[src/rtl/multiplier_seq.sv]
// Iterative shift-add multiplier, one partial product per cycle, signed or unsigned.
// Operates on magnitudes and applies the sign in a final fix-up cycle.
module multiplier_seq #(
    parameter int unsigned WIDTH = 32
) (
    input  logic               clock,
    input  logic               reset,
    input  logic               start,
    input  logic               is_signed,
    input  logic [WIDTH-1:0]   inA,
    input  logic [WIDTH-1:0]   inB,
    output logic               busy,
    output logic               done,
    output logic               overflow,
    output logic [WIDTH-1:0]   product,
    output logic [2*WIDTH-1:0] product_full
);

    localparam int unsigned CntW = $clog2(WIDTH + 1);

    typedef enum logic [1:0] {StIdle, StRun, StFix} state_e;

    state_e             state_q, state_d;
    logic [CntW-1:0]    cnt_q, cnt_d;
    logic [WIDTH-1:0]   mcand_q, mcand_d;
    logic [WIDTH-1:0]   mplier_q, mplier_d;
    logic [2*WIDTH:0]   acc_q, acc_d;
    logic               neg_q, neg_d;
    logic               signed_q, signed_d;
    logic               done_q, done_d;
    logic               ovf_q, ovf_d;
    logic [2*WIDTH-1:0] full_q, full_d;

    logic               a_neg, b_neg;
    logic [WIDTH:0]     upper_sum;
    logic [2*WIDTH-1:0] mag, res;

    assign a_neg = is_signed & inA[WIDTH-1];
    assign b_neg = is_signed & inB[WIDTH-1];
    assign mag   = acc_q[2*WIDTH-1:0];
    // -0 is still 0, so a zero product is never reported as negative.
    assign res   = neg_q ? ('0 - mag) : mag;

    always_comb begin
        state_d   = state_q;
        cnt_d     = cnt_q;
        mcand_d   = mcand_q;
        mplier_d  = mplier_q;
        acc_d     = acc_q;
        neg_d     = neg_q;
        signed_d  = signed_q;
        done_d    = 1'b0;
        ovf_d     = ovf_q;
        full_d    = full_q;
        upper_sum = acc_q[2*WIDTH:WIDTH] + (mplier_q[0] ? {1'b0, mcand_q} : '0);

        unique case (state_q)
            StIdle: begin
                if (start) begin
                    signed_d = is_signed;
                    neg_d    = a_neg ^ b_neg;
                    // -2^(W-1) negates to itself, which read unsigned is its magnitude.
                    mcand_d  = a_neg ? ('0 - inA) : inA;
                    mplier_d = b_neg ? ('0 - inB) : inB;
                    acc_d    = '0;
                    cnt_d    = '0;
                    state_d  = StRun;
                end
            end
            StRun: begin
                acc_d    = {upper_sum, acc_q[WIDTH-1:0]} >> 1;
                mplier_d = mplier_q >> 1;
                cnt_d    = cnt_q + CntW'(1);
                if (cnt_q == CntW'(WIDTH - 1)) begin
                    state_d = StFix;
                end
            end
            StFix: begin
                full_d  = res;
                ovf_d   = signed_q ? ~((&res[2*WIDTH-1:WIDTH-1]) | ~(|res[2*WIDTH-1:WIDTH-1]))
                                   : (|res[2*WIDTH-1:WIDTH]);
                done_d  = 1'b1;
                state_d = StIdle;
            end
            default: state_d = StIdle;
        endcase
    end

    always_ff @(posedge clock or negedge reset) begin
        if (!reset) begin
            state_q  <= StIdle;
            cnt_q    <= '0;
            mcand_q  <= '0;
            mplier_q <= '0;
            acc_q    <= '0;
            neg_q    <= 1'b0;
            signed_q <= 1'b0;
            done_q   <= 1'b0;
            ovf_q    <= 1'b0;
            full_q   <= '0;
        end else begin
            state_q  <= state_d;
            cnt_q    <= cnt_d;
            mcand_q  <= mcand_d;
            mplier_q <= mplier_d;
            acc_q    <= acc_d;
            neg_q    <= neg_d;
            signed_q <= signed_d;
            done_q   <= done_d;
            ovf_q    <= ovf_d;
            full_q   <= full_d;
        end
    end

    assign busy         = (state_q != StIdle);
    assign done         = done_q;
    assign overflow     = ovf_q;
    assign product      = full_q[WIDTH-1:0];
    assign product_full = full_q;

endmodule

[config.mk]
export PLATFORM = sky130hd
export DESIGN_NAME = multiplier_seq
export DESIGN_NICKNAME = d
export VERILOG_FILES = /design/src/rtl/multiplier_seq.sv
export SDC_FILE = /design/constraint.sdc
export NUM_CORES = 1
export LEC_CHECK = 0
export BUFFER_PORTS_ARGS = -buffer_cell sky130_fd_sc_hd__buf_2
export CORE_AREA = 2 2 164 166
export CTS_BUF_LIST = sky130_fd_sc_hd__clkbuf_4
export CTS_CLUSTER_SIZE = 24
export DETAILED_ROUTE_END_ITERATION = 10
export DIE_AREA = 0 0 166 168
export PLACE_DENSITY = 0.72
export SLEW_MARGIN = 15
export SYNTH_ARGS = -nofsm -noshare
export SYNTH_HDL_FRONTEND = slang
export SYNTH_SLANG_ARGS = --single-unit
[constraint.sdc]
create_clock -name clock -period 3.01 [get_ports clock]
set_clock_uncertainty 0.1 [all_clocks]
set_input_delay 0.1505 -clock clock [delete_from_list [all_inputs] [get_ports clock]]
set_output_delay 0.1505 -clock clock [all_outputs]
set_load 0.05 [all_outputs]
==> results of run 1 <==
==> report_power, final <==
| group | switching (mW) | total, mW | internal (mW) |
|---|---|---|---|
| Clock | 1.16 | 2.46 | 1.30 |
| Combinational | 4.48 | 8.74 | 4.26 |
| Sequential | 0.573 | 4.07 | 3.50 |
| Total | 6.21 | 15.3 | 9.06 |
==> per-layer routing <==
metal	wire, um	global-route usage	up-vias
met3	2280	0.0461	78
li1	-	-	6249
met5	0	0	-
met1	16300	0.341	6110
met4	750	0.0824	0
met2	18400	0.437	451
==> placed cells by master, fill, tap and decap left out, types with 10 or more instances in the layout <==
cell type	netlist	final
nand2b_1	14	11
nand3_1	29	27
o21ai_0	236	214
buf_4	32	221
and2_1	37	27
nor3_1	25	19
xor2_1	96	94
o31ai_1	31	23
o21ai_1	6	17
dfrtp_1	204	203
or4_1	18	11
nand4_1	12	12
a21o_1	10	10
a21oi_1	50	36
a21oi_2	0	14
o41ai_1	13	10
or4_4	5	12
a22oi_1	30	30
a31oi_1	13	12
o21ai_2	0	10
ha_1	36	22
buf_2	3	166
nand2_1	248	243
buf_6	2	10
clkbuf_4	0	80
and2_4	0	10
inv_1	34	31
nor4_1	20	15
dlygate4sd3_1	0	107
nor2_1	64	61
ha_4	0	14
or3_1	21	15
xnor2_1	54	54
==> cells by family after synthesis <==
kind of cell	count (synthesis)	synth area share
AO/OA/AOI/OAI	442	0.207
buffers and inverters	151	0.0549
XOR/XNOR	150	0.102
multiplexers	3	0.00234
adder cells (fa/ha/maj)	37	0.0366
AND/OR/NAND/NOR	525	0.200
flip-flops	204	0.397
==> stage by stage <==
| stage | power (mW) | setup TNS, ns |
|---|---|---|
| floorplan | 8.05 | -0.291 |
| global placement | 11.1 | -1.02 |
| detailed placement | 11.3 | -1.58 |
| CTS | 14.2 | -0.814 |
| global route | 16.4 | -2.31 |
| finish | 15.3 | -0.694 |
==> path summary, 6_finish.rpt <==
kind                       slack [ns]  cells after the start               end
setup / recovery                -0.46                     11          overflow
hold / removal                   0.09                      6        mcand_q[7]
setup reg to reg                -0.46                     11          overflow
hold reg to reg                  0.37                      2  product_full[38]
max in group asynchronous        1.85                      4  product_full[28]
min in group asynchronous        0.56                      4  product_full[49]
==> sequential cells by signal, summed over array words and instances, names as in the netlist <==
| name | cells |
|---|---|
| acc_q | 64 |
| cnt_q | 6 |
| done | 1 |
| mcand_q | 32 |
| mplier_q | 32 |
| neg_q | 1 |
| overflow | 1 |
| product_full | 64 |
| signed_q | 1 |
| state_q | 2 |
==> final cells by class <==
| class | instances | area (um^2) | share of cell area |
|---|---|---|---|
| Multi-Input combinational cell | 1157 | 7900 | 0.436 |
| Sequential cell | 204 | 5110 | 0.282 |
| Timing Repair Buffer | 514 | 3880 | 0.214 |
| Clock buffer | 80 | 601 | 0.0331 |
| Tap cell | 341 | 427 | 0.0235 |
| Inverter | 34 | 128 | 0.00704 |
| Clock inverter | 14 | 91.3 | 0.00504 |
| Antenna cell | 1 | 2.50 | 0.000138 |
==> synth_stat cells (all sizes together) (2+ instances only) <==
master  instances  area (um^2)
xnor2          54          473
nor4b           2         32.5
buf            43          300
nor3b           2         15.0
o21a            9         67.6
and4b           2         21.3
nor4           20          125
nor3           25          125
o41ai          17          179
a41oi           2         17.5
a211oi          5         37.5
or2             7         43.8
ha             36          450
a22oi          30          225
clkbuf         74          278
xor2           96          841
nor2b           4         25.0
o311ai          4         35.0
or3            22          143
nand4          13         96.3
o221ai          2         17.5
a32o            2         20.0
inv            34          128
or4            23          191
a21oi          50          250
nand2         249          937
nand3          29          145
o211ai          2         15.0
a31oi          13         81.3
and4            2         17.5
o31ai          32          245
a41o            2         20.0
o21ai         242         1210
nor2           65          246
and3            2         12.5
mux2i           3         30.0
nand2b         14         87.6
o21bai          7         52.6
dfrtp         204         5100
a31o            2         17.5
nand3b          4         30.0
a21o           10         75.1
and2           37          231
==> repair_timing <==
action / 4_1_cts / 5_1_grt
hold buffers: 112 / 0
hold endpoints to repair: 305 / 0
setup buffers: 4 / 18
resized for setup: 38 / 137
cloned: 0 / 3
pin swaps: 12 / 72
setup endpoints to repair: 15 / 51
==> worst reg2reg max path: stages (launching register included) <==
cell and delay (ns):
dfrtp_1 0.39, inv_2 0.09, ha_4 0.13, buf_4 0.11, or4b_4 0.48, or4_4 0.53, or3_4 0.38, o21ai_2 0.16
xor2_1 0.10, or3_4 0.40, o41ai_4 0.34, a31oi_1 0.06
==> run summary, run 1 <==
STATUS
------------------------------------------------------------------------------------------------------
Run status                                                                                finished with violations
Failing checks                                                                            negative setup slack

FLOORPLANNING
------------------------------------------------------------------------------------------------------
Width of the chip                                                                               166 um
Die span in y                                                                                   168 um
Placeable core region                                                                      0.0264 mm^2
Floorplan die area                                                                         0.0279 mm^2
Rows                                                                                                60
Top-level I/O count                                                                                167
Initial standard-cell utilization of the core                                                    0.488

ROUTING
------------------------------------------------------------------------------------------------------
Total wire length after detailed routing                                                     37,700 um
Total number of vias                                                                            12,900
Per-cell via count in the routed design                                                           5.50
Detailed router's first-iteration violation count                                                  787
DR DRC count                                                                                         0
Final routed wire length divided by cell count                                                 16.1 um
Final antenna-violating net count                                                                    0
Router iterations before antenna repair                                                              7

WORST SETUP PATH
------------------------------------------------------------------------------------------------------
CP startpoint kind                                                                            register
Crit. Startpoint                                                                              acc_q[0]
Worst Path Max Fanout                                                                                4
Buf+Inv Stages, Crit Path                                                                            2
Cell type of the slowest stage on the worst timing path                                          or4_4
WP data required                                                                               3.43 ns
RR Startpoint                                                                                 acc_q[0]
Crit path cell chain                                                                      inv_2, ha_4, buf_4, or4b_4, or4_4, or3_4, o21ai_2, xor2_1, or3_4, o41ai_4, a31oi_1
Critical Path AT                                                                               3.89 ns
Worst setup path class                                                                         reg2reg
Crit path max-delay family                                                                simple AND/OR/NAND/NOR gates
Critical path endpoint category                                                               register
Largest stage delay on the critical path                                                       0.53 ns
CP most frequent cell                                                                            or3_4

SYNTHESIS
------------------------------------------------------------------------------------------------------
Unique cell type count in the Yosys netlist                                                         73
Yosys warning total                                                                                  0
Number of nets produced by synthesis                                                             1,617
Synth async-reset ratio                                                                           1.00
Number of enable-type register cells in the synthesized netlist                                      0
Post-Synthesis Cells                                                                             1,512
Summed instance area of the synthesized netlist                                            0.0129 mm^2
Share of the yosys chip area belonging to registers                                              0.397
Synth Flop Type                                                                                dfrtp_1
Syn avg cell area                                                                            8.50 um^2
Seq cells post-synth                                                                               204

CELLS AND AREA
------------------------------------------------------------------------------------------------------
Nets                                                                                             2,070
Fin util                                                                                         0.688
Share of cells above drive strength 1                                                            0.322
Final design area excluding fillers                                                        0.0181 mm^2
Final Instance Count excl. Fillers                                                               2,345
Layout fillers                                                                                   2,066
Area growth from synthesis to final layout                                                       41.0%

TIMING
------------------------------------------------------------------------------------------------------
Worst slew slack as a fraction of its limit                                                      0.499
Ratio of final minimum period to clock period                                                     1.15
Setup violation total in the final timing report                                                     5
Maximum clock frequency                                                                        288 MHz
Final number of max-transition violations                                                            0
Unrepaired setup endpoints after global routing                                                    yes
Setup ws final                                                                               -0.459 ns
Hold Slack                                                                                   0.0904 ns
Min Tclk post-route                                                                            3.47 ns
Hold violation total from the final report                                                           0
Transition time at the pin with the least slew margin                                         0.752 ns

PWR
------------------------------------------------------------------------------------------------------
Pwr dens                                                                                   842 mW/mm^2
Max VDD drop                                                                                    373 uV
Lkg Pwr                                                                                        8.13 nW

CLOCK NETWORK
------------------------------------------------------------------------------------------------------
Clock Latency Late Sink                                                                        0.71 ns
CTS tree                                                                                         built
Clock transition at the register clock pins on the worst setup and hold paths after CTS        0.07 ns
Max Root-Sink Buffers                                                                                3
Cts bufs inserted                                                                                   54
Root Driver                                                                                   clkbuf_4
Number of H-tree branching levels                                                                    2
# clock sinks                                                                                      204

GRT
------------------------------------------------------------------------------------------------------
Initial antenna violation count                                                                      1
First-pass GRT wire length                                                                   61,100 um
Maximum number of pins on one net before global-route repair                                       126
Aggregate global routing overflow                                                                    0
Via count of the first global-routing pass                                                      12,800
Global routing usage summed across all routing layers                                            0.259

PLACEMENT
------------------------------------------------------------------------------------------------------
Number of input and output port buffers inserted                                                   166
Final HPWL from detailed placement                                                           25,500 um
Post-placement setup slack                                                                   -0.314 ns
Number of instances in the placed design                                                         2,118
Weighted congestion reported at the end of routability-driven placement                          0.936
DP Area                                                                                    0.0153 mm^2

FLOW RUN
------------------------------------------------------------------------------------------------------
Max cap viols                                                                                        0

HOLD PATH
------------------------------------------------------------------------------------------------------
Kind of path behind the tightest hold check                                                     in2reg
Worst Hold Launch                                                                               inA[5]

Power figures use the tool's default switching activity.
==> run 2, diff against run 1 <==
Settings changed: ABC_AREA from default to 1, CORE_AREA 2 2 164 166 to 2 2 167 169, CTS_CLUSTER_DIAMETER from default to 40, DIE_AREA 0 0 166 168 to 0 0 169 171, PLACE_DENSITY 0.72 to 0.73.
==> run summary, run 2 <==
SYNTHESIS
------------------------------------------------------------------------------------------------------
Share of the yosys chip area belonging to registers                                              0.380
Area share of the largest cell type after synthesis                                              0.380
Ranking of synthesized cells by area                                                      dfrtp_1, nand2_1, nor2_1
Yosys warning total                                                                                  0
Most area-hungry cell type in the Yosys netlist                                                dfrtp_1
Seq cells post-synth                                                                               204
Synth async-reset ratio                                                                           1.00
Most instantiated library cell after synthesis                                                 nand2_1
Synth Flop Type                                                                                dfrtp_1
Post-Synthesis Cells                                                                             1,877
Number of nets produced by synthesis                                                             1,982
Syn avg cell area                                                                            7.15 um^2
Summed instance area of the synthesized netlist                                            0.0134 mm^2
List of most frequent post-synthesis cells                                                nand2_1, nor2_1, dfrtp_1
Unique cell type count in the Yosys netlist                                                         49
Number of enable-type register cells in the synthesized netlist                                      0

ROUTING
------------------------------------------------------------------------------------------------------
Router iterations before antenna repair                                                              5
DR DRC count                                                                                         0
Total number of vias                                                                            13,700
Total wire length after detailed routing                                                     42,200 um
Detailed router's first-iteration violation count                                                1,160
Per-cell via count in the routed design                                                           5.46
Total met2 wirelength after detailed routing                                                 19,400 um
DR top layer                                                                                      met5
Final routed wire length divided by cell count                                                 16.8 um
Detailed-routed wire length on met3                                                            2630 um
Sum of routed wire segments on met1                                                          19,000 um
Final antenna-violating net count                                                                    0

CLOCK NETWORK
------------------------------------------------------------------------------------------------------
Clock Latency Late Sink                                                                        0.76 ns
Max Root-Sink Buffers                                                                                3
CTS tree                                                                                         built
Clock transition at the register clock pins on the worst setup and hold paths after CTS        0.13 ns
Number of H-tree branching levels                                                                    1
Cts bufs inserted                                                                                   30
# clock sinks                                                                                      204
Root Driver                                                                                   clkbuf_4

GRT
------------------------------------------------------------------------------------------------------
Via count of the first global-routing pass                                                      13,100
Initial antenna violation count                                                                      2
Maximum number of pins on one net before global-route repair                                        96
First-pass GRT wire length                                                                   66,200 um
Global routing usage summed across all routing layers                                            0.285
Aggregate global routing overflow                                                                    0

TIMING
------------------------------------------------------------------------------------------------------
Min Tclk post-route                                                                            3.09 ns
Hold Slack                                                                                    0.188 ns
Maximum clock frequency                                                                        324 MHz
Hold violation total from the final report                                                           0
Final number of max-transition violations                                                            0
Final TNS setup                                                                             -0.0789 ns
Transition time at the pin with the least slew margin                                         0.748 ns
Setup ws final                                                                              -0.0789 ns
Setup violation total in the final timing report                                                     1
Worst slew slack as a fraction of its limit                                                      0.502
Ratio of final minimum period to clock period                                                     1.03

CELLS AND AREA
------------------------------------------------------------------------------------------------------
Most common library cell in the layout ignoring fill and taps                                  nand2_1
Share of cells above drive strength 1                                                            0.143
Layout fillers                                                                                   2,498
Highest-count cells in the layout ignoring fill and taps                                  nand2_1, nor2_1, dfrtp_1
Area growth from synthesis to final layout                                                       22.4%
Nets                                                                                             2,244
Fin util                                                                                         0.601

WORST SETUP PATH
------------------------------------------------------------------------------------------------------
CP startpoint kind                                                                          input port
Crit. Startpoint                                                                                inA[0]
RR Startpoint                                                                               state_q[0]
Worst Reg2Reg Path Length in Cells                                                                   7
Critical path endpoint category                                                               register
Internal reg-to-reg setup slack                                                                0.17 ns
Worst setup path class                                                                          in2reg
WP data required                                                                               3.51 ns
Worst Path Max Fanout                                                                                3
Destination of the worst register-to-register timing path                                   mcand_q[1]
Critical path destination                                                                  mcand_q[30]
Critical Path AT                                                                               3.58 ns

PWR
------------------------------------------------------------------------------------------------------
Lkg Pwr                                                                                        8.21 nW
Pwr dens                                                                                  1080 mW/mm^2
Max VDD drop                                                                                    674 uV

FLOORPLANNING
------------------------------------------------------------------------------------------------------
Placeable core region                                                                      0.0273 mm^2
Die span in y                                                                                   171 um
Initial standard-cell utilization of the core                                                    0.491
Rows                                                                                                61
Width of the chip                                                                               169 um
Floorplan die area                                                                         0.0289 mm^2
Top-level I/O count                                                                                167

FLOW RUN
------------------------------------------------------------------------------------------------------
Max cap viols                                                                                        0

PLACEMENT
------------------------------------------------------------------------------------------------------
Number of input and output port buffers inserted                                                   166
Final HPWL from detailed placement                                                           29,400 um
Weighted congestion reported at the end of routability-driven placement                          0.953

STATUS
------------------------------------------------------------------------------------------------------
Run status                                                                                finished with violations
Failing checks                                                                            negative setup slack

HOLD PATH
------------------------------------------------------------------------------------------------------
Kind of path behind the tightest hold check                                                     in2reg

-- run 2: layer usage --
layer / vias to the layer above / track usage
met5: - / 0
met4: 2 / 0.0881
met3: 85 / 0.0356
met2: 516 / 0.475
met1: 6405 / 0.389
li1: 6694 / -
-- run 2: worst min path at each step --
stage	from	endpoint	depth (start not counted)
3_3_place_gp	reset	product_full[8]	1
6_report	inB[17]	mplier_q[17]	4
5_1_grt	inB[17]	mplier_q[17]	4
3_5_place_dp	reset	product_full[8]	1
2_1_floorplan	reset	acc_q[0]	0
4_1_cts	inA[2]	mcand_q[10]	8
-- run 2: cell families after synthesis --
kind of cell	Yosys count	share of synthesized area
AO/OA/AOI/OAI	376	0.163
XOR/XNOR	100	0.0652
adder cells (fa/ha/maj)	37	0.0350
buffers and inverters	276	0.0874
flip-flops	204	0.380
AND/OR/NAND/NOR	884	0.269
-- run 2: cell type report --
| type | count | area, um^2 | area share |
|---|---|---|---|
| Multi-Input combinational cell | 1397 | 7260 | 0.442 |
| Sequential cell | 204 | 5110 | 0.311 |
| Timing Repair Buffer | 321 | 2400 | 0.146 |
| Tap cell | 346 | 433 | 0.0263 |
| Clock inverter | 26 | 303 | 0.0184 |
| Antenna cell | 1 | 2.50 | 0.000152 |
| Inverter | 185 | 694 | 0.0423 |
| Clock buffer | 30 | 225 | 0.0137 |
-- run 2: through the flow --
step	total power, mW	setup slack (ns)	instances	cell area [um^2]
after CTS	17.4	0.0209	2504	16300
after floorplan	12.3	0.0303	1877	13400
after global placement	14.9	0.232	2317	14400
final	17.7	-0.0789	2510	16400
after global routing	19.2	-0.180	2510	16400
after detailed placement	15.0	0.118	2317	14400
-- run 2: worst max-delay path: stages --
cell,delay [ns]
buf_2,0.12
inv_1,0.06
dlygate4sd3_1,0.60
ha_1,0.21
nand3_1,0.18
nor2_2,0.21
nand2_1,0.19
nor3_4,0.20
nand4_1,0.17
nand2_1,0.18
o21ai_1,0.14
nor2_1,0.22
o21ai_0,0.17
xnor2_1,0.17
dlygate4sd3_1,0.55
o21ai_0,0.06
-- run 2: timing repair --
action	4_1_cts	5_1_grt
endpoints found under the setup margin	0	18
endpoints found under the hold margin	277	0
gates resized for setup	0	31
setup buffers	0	6
hold buffers	131	0
-- run 2: where the power goes --
| group | total (mW) | switching [mW] | internal (mW) |
|---|---|---|---|
| clock network | 2.13 | 1.31 | 0.817 |
| registers | 4.95 | 1.10 | 3.84 |
| logic | 10.6 | 7.18 | 3.43 |
| total | 17.7 | 9.59 | 8.09 |
==> run 3, diff against run 2 <==
Settings changed: RECOVER_POWER from default to 50.
==> run summary, run 3 (synthesis gave the netlist of run 2 again) <==
PWR
------------------------------------------------------------------------------------------------------
Pwr dens                                                                                  1080 mW/mm^2
Lkg Pwr                                                                                        8.04 nW
Cell internal power dissipation                                                                8.04 mW
Switching power total                                                                          9.60 mW
Part of the power in registers                                                                   0.281
Clk pwr share                                                                                    0.121
Max VDD drop                                                                                    670 uV
Portion of total power attributed to combinational logic                                         0.598
Switch share                                                                                     0.544

ROUTING
------------------------------------------------------------------------------------------------------
DR DRC count                                                                                         0
Final routed wire length divided by cell count                                                 16.9 um
Final antenna-violating net count                                                                    0
Total number of vias                                                                            13,700
Per-cell via count in the routed design                                                           5.47
Total wire length after detailed routing                                                     42,300 um
Router iterations before antenna repair                                                              6
Detailed router's first-iteration violation count                                                1,209

GRT
------------------------------------------------------------------------------------------------------
Via count of the first global-routing pass                                                      13,100
Initial antenna violation count                                                                      2
Maximum number of pins on one net before global-route repair                                        96
First-pass GRT wire length                                                                   66,200 um
Aggregate global routing overflow                                                                    0
Global routing usage summed across all routing layers                                            0.285

WORST SETUP PATH
------------------------------------------------------------------------------------------------------
Crit path max-delay family                                                                simple AND/OR/NAND/NOR gates
Worst setup path class                                                                          in2reg
WP data required                                                                               3.51 ns
Critical Path AT                                                                               3.61 ns
Largest stage delay on the critical path                                                       0.60 ns
CP startpoint kind                                                                          input port
Critical path endpoint category                                                               register
Cell type of the slowest stage on the worst timing path                                   dlygate4sd3_1
Crit path cell chain                                                                      buf_2, inv_1, dlygate4sd3_1, ha_1, nand3_1, nor2_2, nand2_1, nor3_4, nand4_1, nand2_1, o21ai_1, nor2_1, o21ai_0, xnor2_1, dlygate4sd3_1, o21ai_0
Buf+Inv Stages, Crit Path                                                                            4
Worst Path Max Fanout                                                                                3

FLOORPLANNING
------------------------------------------------------------------------------------------------------
Initial standard-cell utilization of the core                                                    0.491
Top-level I/O count                                                                                167
Floorplan die area                                                                         0.0289 mm^2
Placeable core region                                                                      0.0273 mm^2
Die span in y                                                                                   171 um
Width of the chip                                                                               169 um
Rows                                                                                                61

TIMING
------------------------------------------------------------------------------------------------------
Min Tclk post-route                                                                            3.12 ns
Maximum clock frequency                                                                        321 MHz
Setup violation total in the final timing report                                                     2
Setup ws final                                                                               -0.107 ns
Ratio of final minimum period to clock period                                                     1.04
Transition time at the pin with the least slew margin                                          1.86 ns
Final number of max-transition violations                                                          172
Worst slew slack as a fraction of its limit                                                     -0.238
Hold violation total from the final report                                                           0
Final TNS setup                                                                              -0.108 ns

CELLS AND AREA
------------------------------------------------------------------------------------------------------
Layout fillers                                                                                   2,531
Fin util                                                                                         0.597
Share of cells above drive strength 1                                                            0.123
Highest-count cells in the layout ignoring fill and taps                                  nand2_1, nor2_1, dfrtp_1
Most common library cell in the layout ignoring fill and taps                                  nand2_1
Final Instance Count excl. Fillers                                                               2,510
Area growth from synthesis to final layout                                                       21.6%
Nets                                                                                             2,244

CLOCK NETWORK
------------------------------------------------------------------------------------------------------
CTS tree                                                                                         built
Cts bufs inserted                                                                                   30
Max Root-Sink Buffers                                                                                3
Clock Latency Late Sink                                                                        0.77 ns
Root Driver                                                                                   clkbuf_4
Number of H-tree branching levels                                                                    1
# clock sinks                                                                                      204
Clock transition at the register clock pins on the worst setup and hold paths after CTS        0.13 ns

STATUS
------------------------------------------------------------------------------------------------------
Failing checks                                                                            max-capacitance violations, max-slew violations, negative setup slack
Run status                                                                                finished with violations

PLACEMENT
------------------------------------------------------------------------------------------------------
Weighted congestion reported at the end of routability-driven placement                          0.953
Number of instances in the placed design                                                         2,317
Number of input and output port buffers inserted                                                   166
Final HPWL from detailed placement                                                           29,400 um

HOLD PATH
------------------------------------------------------------------------------------------------------
Kind of path behind the tightest hold check                                                     in2reg

FLOW RUN
------------------------------------------------------------------------------------------------------
Max cap viols                                                                                        3

## run 3: cell types whose count changed in the layout (fill, tap and decap cells not counted), sizes merged
cell | before | now
buf | 191 | 147
clkbuf | 31 | 75
## run 3: worst paths after layout
check / start / slack (ns) / to / cells past startpoint
max in group asynchronous: reset / 0.71 / acc_q[53] / 4
min in group asynchronous: reset / 0.64 / cnt_q[0] / 4
max: inA[0] / -0.11 / mcand_q[30] / 16
max reg2reg: state_q[0] / 0.19 / mcand_q[1] / 7
min: inB[0] / 0.18 / mplier_q[0] / 4
min reg2reg: product_full[63] / 0.40 / product_full[63] / 2
## run 3: worst register-to-register path: stages, from the launching register on
cell,delay (ns)
dfrtp_1,0.45
nor2_1,0.33
nand2_2,0.15
buf_6,0.31
a21oi_1,0.21
dlygate4sd3_1,0.58
a21oi_1,0.06
dlygate4sd3_1,0.54
## run 3: repair_timing
item	in CTS	in global routing
endpoints found under the setup margin	0	18
setup buffers	0	6
gates resized for setup	0	31
endpoints found under the hold margin	277	0
hold buffers	131	0
## run 3: routing by layer
layer  track usage  share of wire  vias up
li1              -              -     6684
met1         0.389           0.45     6390
met2         0.475           0.46      561
met3        0.0356          0.064       83
met4        0.0881          0.029        2
met5             0        0.00035        -
## run 3: area by class of cell
class / instances / area (um^2) / area share
tap: 346 / 433 / 0.0265
clock buffer: 30 / 225 / 0.0138
inverter: 185 / 694 / 0.0425
timing repair buffer: 321 / 2300 / 0.141
clock inverter: 26 / 303 / 0.0185
sequential: 204 / 5110 / 0.313
multi-input combinational: 1397 / 7260 / 0.445
antenna: 1 / 2.50 / 0.000153
## run 3: per-stage QoR
stage	power (mW)	hold slack (ns)	setup WS, ns	instance area, um^2
5_1_grt	19.1	0.178	-0.180	16300
3_3_place_gp	14.9	0.0737	0.232	14400
3_5_place_dp	15.0	0.0740	0.118	14400
2_1_floorplan	12.3	-0.245	0.0303	13400
4_1_cts	17.4	0.0437	0.0209	16300
6_report	17.6	0.175	-0.107	16300
## run 3: power by group through the flow
stage          clock (mW)  combinational, mW  sequential [mW]
6_report             2.13               10.5             4.95
5_1_grt              2.31               11.7             5.09
4_1_cts              2.17               10.3             4.90
3_5_place_dp            0               10.1             4.96
3_3_place_gp            0               9.92             4.94
2_1_floorplan           0               6.94             5.35
